--- src/rtl/id_pkg.sv ---
// Shared definitions for the RV32I decode stage: opcodes, ALU op encodings,
// control-vector bit positions, immediate-type select and skid-buffer states.
package id_pkg;

    localparam int unsigned INSTR_W   = 32;
    localparam int unsigned REG_W     = 5;
    localparam int unsigned CTRL_W    = 9;
    localparam int unsigned ALU_ENC_W = 4;

    // Major opcodes (instr[6:0])
    localparam logic [6:0] OPC_LOAD   = 7'b0000011;
    localparam logic [6:0] OPC_STORE  = 7'b0100011;
    localparam logic [6:0] OPC_OP_IMM = 7'b0010011;
    localparam logic [6:0] OPC_OP     = 7'b0110011;
    localparam logic [6:0] OPC_BRANCH = 7'b1100011;
    localparam logic [6:0] OPC_JAL    = 7'b1101111;
    localparam logic [6:0] OPC_JALR   = 7'b1100111;
    localparam logic [6:0] OPC_LUI    = 7'b0110111;
    localparam logic [6:0] OPC_AUIPC  = 7'b0010111;

    // ALU operation encodings
    localparam logic [ALU_ENC_W-1:0] ALU_ADD   = 4'd0;
    localparam logic [ALU_ENC_W-1:0] ALU_SUB   = 4'd1;
    localparam logic [ALU_ENC_W-1:0] ALU_SLL   = 4'd2;
    localparam logic [ALU_ENC_W-1:0] ALU_SLT   = 4'd3;
    localparam logic [ALU_ENC_W-1:0] ALU_SLTU  = 4'd4;
    localparam logic [ALU_ENC_W-1:0] ALU_XOR   = 4'd5;
    localparam logic [ALU_ENC_W-1:0] ALU_SRL   = 4'd6;
    localparam logic [ALU_ENC_W-1:0] ALU_SRA   = 4'd7;
    localparam logic [ALU_ENC_W-1:0] ALU_OR    = 4'd8;
    localparam logic [ALU_ENC_W-1:0] ALU_AND   = 4'd9;
    localparam logic [ALU_ENC_W-1:0] ALU_PASSB = 4'd10;

    // Control vector bit positions:
    // {illegal,pc_to_a,jump,branch,memread,memtoreg,memwrite,alusrc,regwrite}
    localparam int unsigned CTRL_REGWRITE = 0;
    localparam int unsigned CTRL_ALUSRC   = 1;
    localparam int unsigned CTRL_MEMWRITE = 2;
    localparam int unsigned CTRL_MEMTOREG = 3;
    localparam int unsigned CTRL_MEMREAD  = 4;
    localparam int unsigned CTRL_BRANCH   = 5;
    localparam int unsigned CTRL_JUMP     = 6;
    localparam int unsigned CTRL_PC_TO_A  = 7;
    localparam int unsigned CTRL_ILLEGAL  = 8;

    typedef enum logic [2:0] {
        IMM_NONE,
        IMM_I,
        IMM_S,
        IMM_B,
        IMM_U,
        IMM_J
    } imm_sel_e;

    typedef enum logic [1:0] {
        ST_EMPTY,
        ST_ONE,
        ST_TWO
    } skid_state_e;

    // Width-fixed part of a decoded bundle
    typedef struct packed {
        logic [CTRL_W-1:0] ctrl;
        logic [REG_W-1:0]  rd;
        logic [REG_W-1:0]  rs2;
        logic [REG_W-1:0]  rs1;
    } id_fields_t;

    // ALU op for OP / OP-IMM; instr[30] selects SUB (OP only) and SRA (both)
    function automatic logic [ALU_ENC_W-1:0] alu_from_funct(
        input logic [2:0] funct3,
        input logic       bit30,
        input logic       is_op
    );
        logic [ALU_ENC_W-1:0] op;
        case (funct3)
            3'b000:  op = (is_op && bit30) ? ALU_SUB : ALU_ADD;
            3'b001:  op = ALU_SLL;
            3'b010:  op = ALU_SLT;
            3'b011:  op = ALU_SLTU;
            3'b100:  op = ALU_XOR;
            3'b101:  op = bit30 ? ALU_SRA : ALU_SRL;
            3'b110:  op = ALU_OR;
            default: op = ALU_AND;
        endcase
        return op;
    endfunction

endpackage

--- src/rtl/id_decode_pipe_imm_gen.sv ---
// Combinational immediate generator.
// Ports: instr  - instruction bits [31:7] (opcode bits are not needed here)
//        imm_sel - immediate format selected by the decoder
//        imm_c   - immediate sign-extended from instr[31] to XLEN (0 for IMM_NONE)
module id_imm_gen
    import id_pkg::*;
#(
    parameter int unsigned XLEN = 32
) (
    input  logic [INSTR_W-1:7] instr,
    input  imm_sel_e           imm_sel,
    output logic [XLEN-1:0]    imm_c
);

    logic [31:0] imm32;

    // Assemble the 32-bit immediate for the selected format
    always_comb begin
        imm32 = '0;
        case (imm_sel)
            IMM_I:   imm32 = {{20{instr[31]}}, instr[31:20]};
            IMM_S:   imm32 = {{20{instr[31]}}, instr[31:25], instr[11:7]};
            IMM_B:   imm32 = {{19{instr[31]}}, instr[31], instr[7], instr[30:25], instr[11:8], 1'b0};
            IMM_U:   imm32 = {instr[31:12], 12'b0};
            IMM_J:   imm32 = {{11{instr[31]}}, instr[31], instr[19:12], instr[20], instr[30:21], 1'b0};
            default: imm32 = '0;
        endcase
    end

    // Bit 31 of every format is instr[31], so a signed widening completes the extension
    assign imm_c = XLEN'($signed(imm32));

endmodule

--- src/rtl/id_decode_pipe.sv ---
// Registered RV32I decode stage with valid/ready handshake and optional 2-entry skid buffer.
// Ports: clk, reset (async active-low), flush (sync kill of held and incoming beats)
//        in_valid/in_ready/in_instr/in_pc   - fetch side
//        out_valid/out_ready                - execute side handshake
//        out_pc/out_imm/out_rs1/out_rs2/out_rd/out_aluop/out_ctrl - decoded bundle
// XLEN must be >= 32.
module id_decode_pipe
    import id_pkg::*;
#(
    parameter int unsigned XLEN    = 32,
    parameter int unsigned ALUOP_W = 4,
    parameter bit          SKID_EN = 1'b1
) (
    input  logic               clk,
    input  logic               reset,
    input  logic               flush,
    input  logic               in_valid,
    output logic               in_ready,
    input  logic [INSTR_W-1:0] in_instr,
    input  logic [XLEN-1:0]    in_pc,
    output logic               out_valid,
    input  logic               out_ready,
    output logic [XLEN-1:0]    out_pc,
    output logic [XLEN-1:0]    out_imm,
    output logic [REG_W-1:0]   out_rs1,
    output logic [REG_W-1:0]   out_rs2,
    output logic [REG_W-1:0]   out_rd,
    output logic [ALUOP_W-1:0] out_aluop,
    output logic [CTRL_W-1:0]  out_ctrl
);

    typedef struct packed {
        logic [XLEN-1:0]    pc;
        logic [XLEN-1:0]    imm;
        logic [ALUOP_W-1:0] aluop;
        id_fields_t         f;
    } bundle_t;

    logic [6:0]           opcode;
    logic [CTRL_W-1:0]    ctrl_c;
    logic [ALU_ENC_W-1:0] alu_c;
    imm_sel_e             imm_sel_c;
    logic [XLEN-1:0]      imm_c;
    bundle_t              new_c;

    skid_state_e state_q, state_d;
    bundle_t     main_q, main_d;
    bundle_t     skid_q, skid_d;
    logic        in_ready_q, in_ready_d;
    logic        accept_c, drain_c;

    assign opcode = in_instr[6:0];

    // Opcode -> control vector, ALU op and immediate format
    always_comb begin
        ctrl_c    = '0;
        alu_c     = ALU_ADD;
        imm_sel_c = IMM_NONE;
        if (in_instr[1:0] != 2'b11) begin
            ctrl_c[CTRL_ILLEGAL] = 1'b1;
        end else begin
            case (opcode)
                OPC_LOAD: begin
                    ctrl_c[CTRL_MEMREAD]  = 1'b1;
                    ctrl_c[CTRL_MEMTOREG] = 1'b1;
                    ctrl_c[CTRL_ALUSRC]   = 1'b1;
                    ctrl_c[CTRL_REGWRITE] = 1'b1;
                    imm_sel_c             = IMM_I;
                end
                OPC_STORE: begin
                    ctrl_c[CTRL_MEMWRITE] = 1'b1;
                    ctrl_c[CTRL_ALUSRC]   = 1'b1;
                    imm_sel_c             = IMM_S;
                end
                OPC_OP_IMM: begin
                    ctrl_c[CTRL_ALUSRC]   = 1'b1;
                    ctrl_c[CTRL_REGWRITE] = 1'b1;
                    imm_sel_c             = IMM_I;
                    alu_c                 = alu_from_funct(in_instr[14:12], in_instr[30], 1'b0);
                end
                OPC_OP: begin
                    ctrl_c[CTRL_REGWRITE] = 1'b1;
                    alu_c                 = alu_from_funct(in_instr[14:12], in_instr[30], 1'b1);
                end
                OPC_BRANCH: begin
                    ctrl_c[CTRL_BRANCH] = 1'b1;
                    imm_sel_c           = IMM_B;
                    alu_c               = ALU_SUB;
                end
                OPC_JAL: begin
                    ctrl_c[CTRL_JUMP]     = 1'b1;
                    ctrl_c[CTRL_PC_TO_A]  = 1'b1;
                    ctrl_c[CTRL_REGWRITE] = 1'b1;
                    imm_sel_c             = IMM_J;
                end
                OPC_JALR: begin
                    ctrl_c[CTRL_JUMP]     = 1'b1;
                    ctrl_c[CTRL_ALUSRC]   = 1'b1;
                    ctrl_c[CTRL_REGWRITE] = 1'b1;
                    imm_sel_c             = IMM_I;
                end
                OPC_LUI: begin
                    ctrl_c[CTRL_ALUSRC]   = 1'b1;
                    ctrl_c[CTRL_REGWRITE] = 1'b1;
                    imm_sel_c             = IMM_U;
                    alu_c                 = ALU_PASSB;
                end
                OPC_AUIPC: begin
                    ctrl_c[CTRL_PC_TO_A]  = 1'b1;
                    ctrl_c[CTRL_ALUSRC]   = 1'b1;
                    ctrl_c[CTRL_REGWRITE] = 1'b1;
                    imm_sel_c             = IMM_U;
                end
                default: ctrl_c[CTRL_ILLEGAL] = 1'b1;
            endcase
        end
    end

    id_imm_gen #(
        .XLEN (XLEN)
    ) u_imm_gen (
        .instr   (in_instr[INSTR_W-1:7]),
        .imm_sel (imm_sel_c),
        .imm_c   (imm_c)
    );

    // Bundle that would be captured on accept
    always_comb begin
        new_c        = '0;
        new_c.pc     = in_pc;
        new_c.imm    = imm_c;
        new_c.aluop  = ALUOP_W'(alu_c);
        new_c.f.ctrl = ctrl_c;
        new_c.f.rd   = in_instr[11:7];
        new_c.f.rs2  = in_instr[24:20];
        new_c.f.rs1  = in_instr[19:15];
    end

    // Without the skid entry, ready follows the classic pipeline-register rule
    generate
        if (SKID_EN) begin : g_skid_ready
            assign in_ready = in_ready_q;
        end else begin : g_pipe_ready
            assign in_ready = !out_valid || out_ready;
        end
    endgenerate

    assign accept_c = in_valid && in_ready;
    assign drain_c  = out_valid && out_ready;

    // Skid-buffer next state; TWO is unreachable when SKID_EN=0 since in_ready blocks ONE->TWO
    always_comb begin
        state_d = state_q;
        main_d  = main_q;
        skid_d  = skid_q;
        if (flush) begin
            state_d = ST_EMPTY;
        end else begin
            case (state_q)
                ST_EMPTY: begin
                    if (accept_c) begin
                        main_d  = new_c;
                        state_d = ST_ONE;
                    end
                end
                ST_ONE: begin
                    if (accept_c && drain_c) begin
                        main_d = new_c;
                    end else if (accept_c) begin
                        skid_d  = new_c;
                        state_d = ST_TWO;
                    end else if (drain_c) begin
                        state_d = ST_EMPTY;
                    end
                end
                ST_TWO: begin
                    if (drain_c) begin
                        main_d  = skid_q;
                        state_d = ST_ONE;
                    end
                end
                default: state_d = ST_EMPTY;
            endcase
        end
        in_ready_d = (state_d != ST_TWO);
    end

    // State and storage registers
    always_ff @(posedge clk or negedge reset) begin
        if (!reset) begin
            state_q    <= ST_EMPTY;
            main_q     <= '0;
            skid_q     <= '0;
            in_ready_q <= 1'b1;
        end else begin
            state_q    <= state_d;
            main_q     <= main_d;
            skid_q     <= skid_d;
            in_ready_q <= in_ready_d;
        end
    end

    assign out_valid = (state_q != ST_EMPTY);
    assign out_pc    = main_q.pc;
    assign out_imm   = main_q.imm;
    assign out_aluop = main_q.aluop;
    assign out_ctrl  = main_q.f.ctrl;
    assign out_rd    = main_q.f.rd;
    assign out_rs1   = main_q.f.rs1;
    assign out_rs2   = main_q.f.rs2;

endmodule

--- config.mk ---
export PLATFORM = sky130hd
export DESIGN_NAME = id_decode_pipe
export DESIGN_NICKNAME = d
export VERILOG_FILES = /design/src/rtl/id_pkg.sv /design/src/rtl/id_decode_pipe_imm_gen.sv /design/src/rtl/id_decode_pipe.sv
export SDC_FILE = /design/constraint.sdc
export NUM_CORES = 1
export LEC_CHECK = 0
export BUFFER_PORTS_ARGS = -buffer_cell sky130_fd_sc_hd__buf_2
export CAP_MARGIN = 20
export CORE_MARGIN = 8
export CORE_UTILIZATION = 55
export CTS_CLUSTER_DIAMETER = 150
export CTS_CLUSTER_SIZE = 20
export DETAILED_ROUTE_END_ITERATION = 6
export PLACE_DENSITY = 0.82
export SYNTH_ARGS = -nofsm -noshare
export SYNTH_HDL_FRONTEND = slang
export SYNTH_SLANG_ARGS = --single-unit
--- constraint.sdc ---
create_clock -name clk -period 2.8 [get_ports clk]
set_input_delay 0.28 -clock clk [delete_from_list [all_inputs] [get_ports clk]]
set_output_delay 0.28 -clock clk [all_outputs]
set_load 0.01 [all_outputs]
==> impl_metrics.csv <==
group,metric,value,unit
logic_synthesis,synthesis.area,8210,um2
power,p_seq_frac,0.489,
logic_synthesis,synth_warnings,0,
cts,insertion_delay,0.42,ns
worst_setup_path,crit_fanout,21,
route,ant_nets,0,
sta,max_freq,446,MHz
sta,finClkSkew,0.00842,ns
run,cap_viol_max_count,0,
logic_synthesis,syn-num-nets,904,
cts,htreeDepth,4,
worst_setup_path,crit_path_start_kind,"flop",
logic_synthesis,post_synth_inst_count,835,
sta,worst_slack,0.558,ns
logic_synthesis,ys_types,50,
worst_setup_path,cp_data_arrival_time,2.56,ns
finish,antenna_cells,0,
power,swShare,0.274,
logic_synthesis,synth-edff-count,0,
run_status,status,"complete, no violations",
sta,maxSlewViolCount,0,
sta,slew_headroom,0.314,
placement,portBuffers,162,
cts,numCtsBuffers,17,
floorplanning,chipHeight,138,um
logic_synthesis,synth-seq-cells,185,
grt,grt_antenna_before_repair,1,
power,power_switching,1870,uW
logic_synthesis,synth_area_leader_cell,"dfrtp_1",
logic_synthesis,async_flop_share,1.00,
logic_synthesis,synthTopCellsByArea,"dfrtp_1 (56%), nand2_1 (8.1%), mux2_2 (7.0%)",
logic_synthesis,ys_seq_area_frac,0.564,
floorplanning,dieWidth,138,um
power,p_int,4970,uW
sta,min_period_over_period,0.801,
placement,dp_hpwl,13700,um
grt,grt_start_max_net_pins,91,
cts,cts_tree,"yes",
route,drc,0,
floorplanning,core_area,14600,um2
route,drt_iter0_drc,456,
route,vias_per_cell,5.75,
worst_hold_path,hp-class,"input pin to flop",
power,power_density,703,nW/um2
logic_synthesis,synth_ff_type,"dfrtp_1",
grt,overflow,0,
cts,cts_sinks,185,
route,drt-total-wl,20700,um
finish,final_common_cell,"dfrtp_1",
power,p_leak,0.00450,uW
route,post_drt_wl_per_cell,17.8,um
power,comb_power_share,0.167,
power,ir_drop,0.000519,V
floorplanning,row_count,44,
grt,grt_pass1_vias,6447,
floorplanning,dieArea,19100,um2
placement,gp_congestion,0.839,
sta,fin_crit,2.24,ns
finish,area_growth,18.5,%
route,first_pass_iters,5,
floorplanning,start_util,0.563,
floorplanning,pin_count,163,
sta,finalSetupViolCount,0,
cts,clkTransAtPathRegs,0.07,ns
grt,grt_pass1_wl,33200,um
finish,layout_common_cells,"dfrtp_1 (184), nand2_1 (177), buf_2 (161)",
finish,drive_gt1_frac,0.276,
worst_setup_path,end_kind,"flop",
logic_synthesis,syn_area_per_cell,9.83,um2
cts,root_buffer,"clkbuf_16",
logic_synthesis,netlist.area_leader.share,0.561,
finish,nNetsFinal,1032,
finish,post-route-util,0.667,
sta,tns,0,ns
power,power_frac_clock,0.344,
route,vias,6667,
sta,worstMarginPinSlew,1.03,ns
worst_setup_path,cp.required,3.11,ns
placement,place_ws,0.575,ns
worst_setup_path,worstSetupPathType,"flop to flop",
sta,timing.hold.ws,0.101,ns
cts,cts_buffer_depth,2,
sta,finalHoldViolations,0,
sta,rsz0062_at_grt,"no",
grt,grt.total_usage,0.210,
[state kept, by name, summed over array words and instances (netlist names)]
| name | flops |
|---|---|
| in_ready | 1 |
| out_rs2 | 5 |
| state_q | 2 |
| out_ctrl | 8 |
| skid_q | 91 |
| out_rs1 | 5 |
| out_pc | 32 |
| out_aluop | 4 |
| out_imm | 32 |
| out_rd | 5 |
[per-layer routing]
layer / wire length (um) / part of all wire / track usage / up-vias
met1: 9170 / 0.44 / 0.270 / 3301
met4: 277 / 0.013 / 0.0543 / 2
met3: 1050 / 0.051 / 0.0527 / 22
li1: - / - / - / 3156
met5: 8 / 0.00039 / 0 / -
met2: 10200 / 0.49 / 0.346 / 186
[synthesized netlist by cell type (2+ instances only)]
| library cell | count |
|---|---|
| dfrtp_1 | 184 |
| nand2_1 | 178 |
| nor2_1 | 87 |
| a31oi_1 | 52 |
| mux2_2 | 51 |
| o21ai_0 | 43 |
| a21oi_1 | 38 |
| clkbuf_1 | 36 |
| buf_2 | 25 |
| nand3_1 | 22 |
| a22oi_1 | 15 |
| o211ai_1 | 13 |
| o22ai_1 | 10 |
| o21a_1 | 9 |
| a21o_1 | 6 |
| o21ai_1 | 6 |
| a211oi_1 | 5 |
| nand2b_1 | 5 |
| nor2b_1 | 4 |
| and3b_1 | 3 |
| buf_1 | 3 |
| inv_1 | 3 |
| mux2i_1 | 3 |
| a211o_1 | 2 |
| and3_1 | 2 |
| buf_6 | 2 |
| nor4_1 | 2 |
| o31ai_1 | 2 |
| o41ai_1 | 2 |
| or2_2 | 2 |
[repair_timing]
| item | 4_1_cts | 5_1_grt |
|---|---|---|
| gates resized for setup | 0 | 0 |
| endpoints found under the hold margin | 78 | 0 |
| endpoints found under the setup margin | 0 | 0 |
| buffers inserted | 0 | 0 |
| hold buffers | 1 | 0 |
[area by class of cell]
| class | count | area, um2 |
|---|---|---|
| timing repair buffer | 176 | 990 |
| inverter | 3 | 11.3 |
| multi-input combinational | 580 | 3300 |
| tap | 184 | 230 |
| sequential | 185 | 4630 |
| fill | 1161 | 4860 |
| clock buffer | 20 | 447 |
| clock inverter | 11 | 125 |
[critical path, cell delays in order (launching register included)]
cell	delay [ns]
dfstp_2	0.54
and3b_1	0.25
nand2_1	0.14
a21oi_4	0.27
nand2_1	0.52
o211ai_1	0.41
[logic make-up (layout without fill, tap and decap cells)]
kind of cell / Yosys count / count (layout) / share of synthesized area
buffers and inverters: 70 / 210 / 0.0381
muxes: 54 / 54 / 0.0736
DFF: 185 / 185 / 0.564
xor gates and xnor gates: 1 / 1 / 0.00107
AOI/OAI and AO/OA: 207 / 207 / 0.155
and+or+nand+nor: 318 / 318 / 0.168
[per-stage QoR]
stage | total power, uW | area, um2 | cells
final | 6840 | 9730 | 1159
after floorplan | 4020 | 8210 | 835
after global routing | 7130 | 9730 | 1159
after CTS | 6890 | 9730 | 1159
after detailed placement | 4550 | 9150 | 1127
after global placement | 4490 | 9150 | 1127
[power groups by stage]
stage	logic (uW)	registers (uW)	clock network (uW)
floorplan	567	3450	0
global placement	1130	3360	0
detailed placement	1160	3390	0
CTS	1170	3340	2380
global route	1260	3390	2470
finish	1140	3340	2350
[final timing paths]
check	from	to	slack, ns	depth (start not counted)
worst max-delay path	in_ready	out_imm[21]	0.56	5
worst max register to register	in_ready	out_imm[21]	0.56	5
min in group asynchronous	reset	skid_q[85]	0.45	2
worst min-delay path	out_ready	in_ready	0.10	2
max in group asynchronous	reset	out_imm[22]	1.56	3
worst min register to register	out_ctrl[2]	out_ctrl[2]	0.48	2
Power figures use the tool's default switching activity.
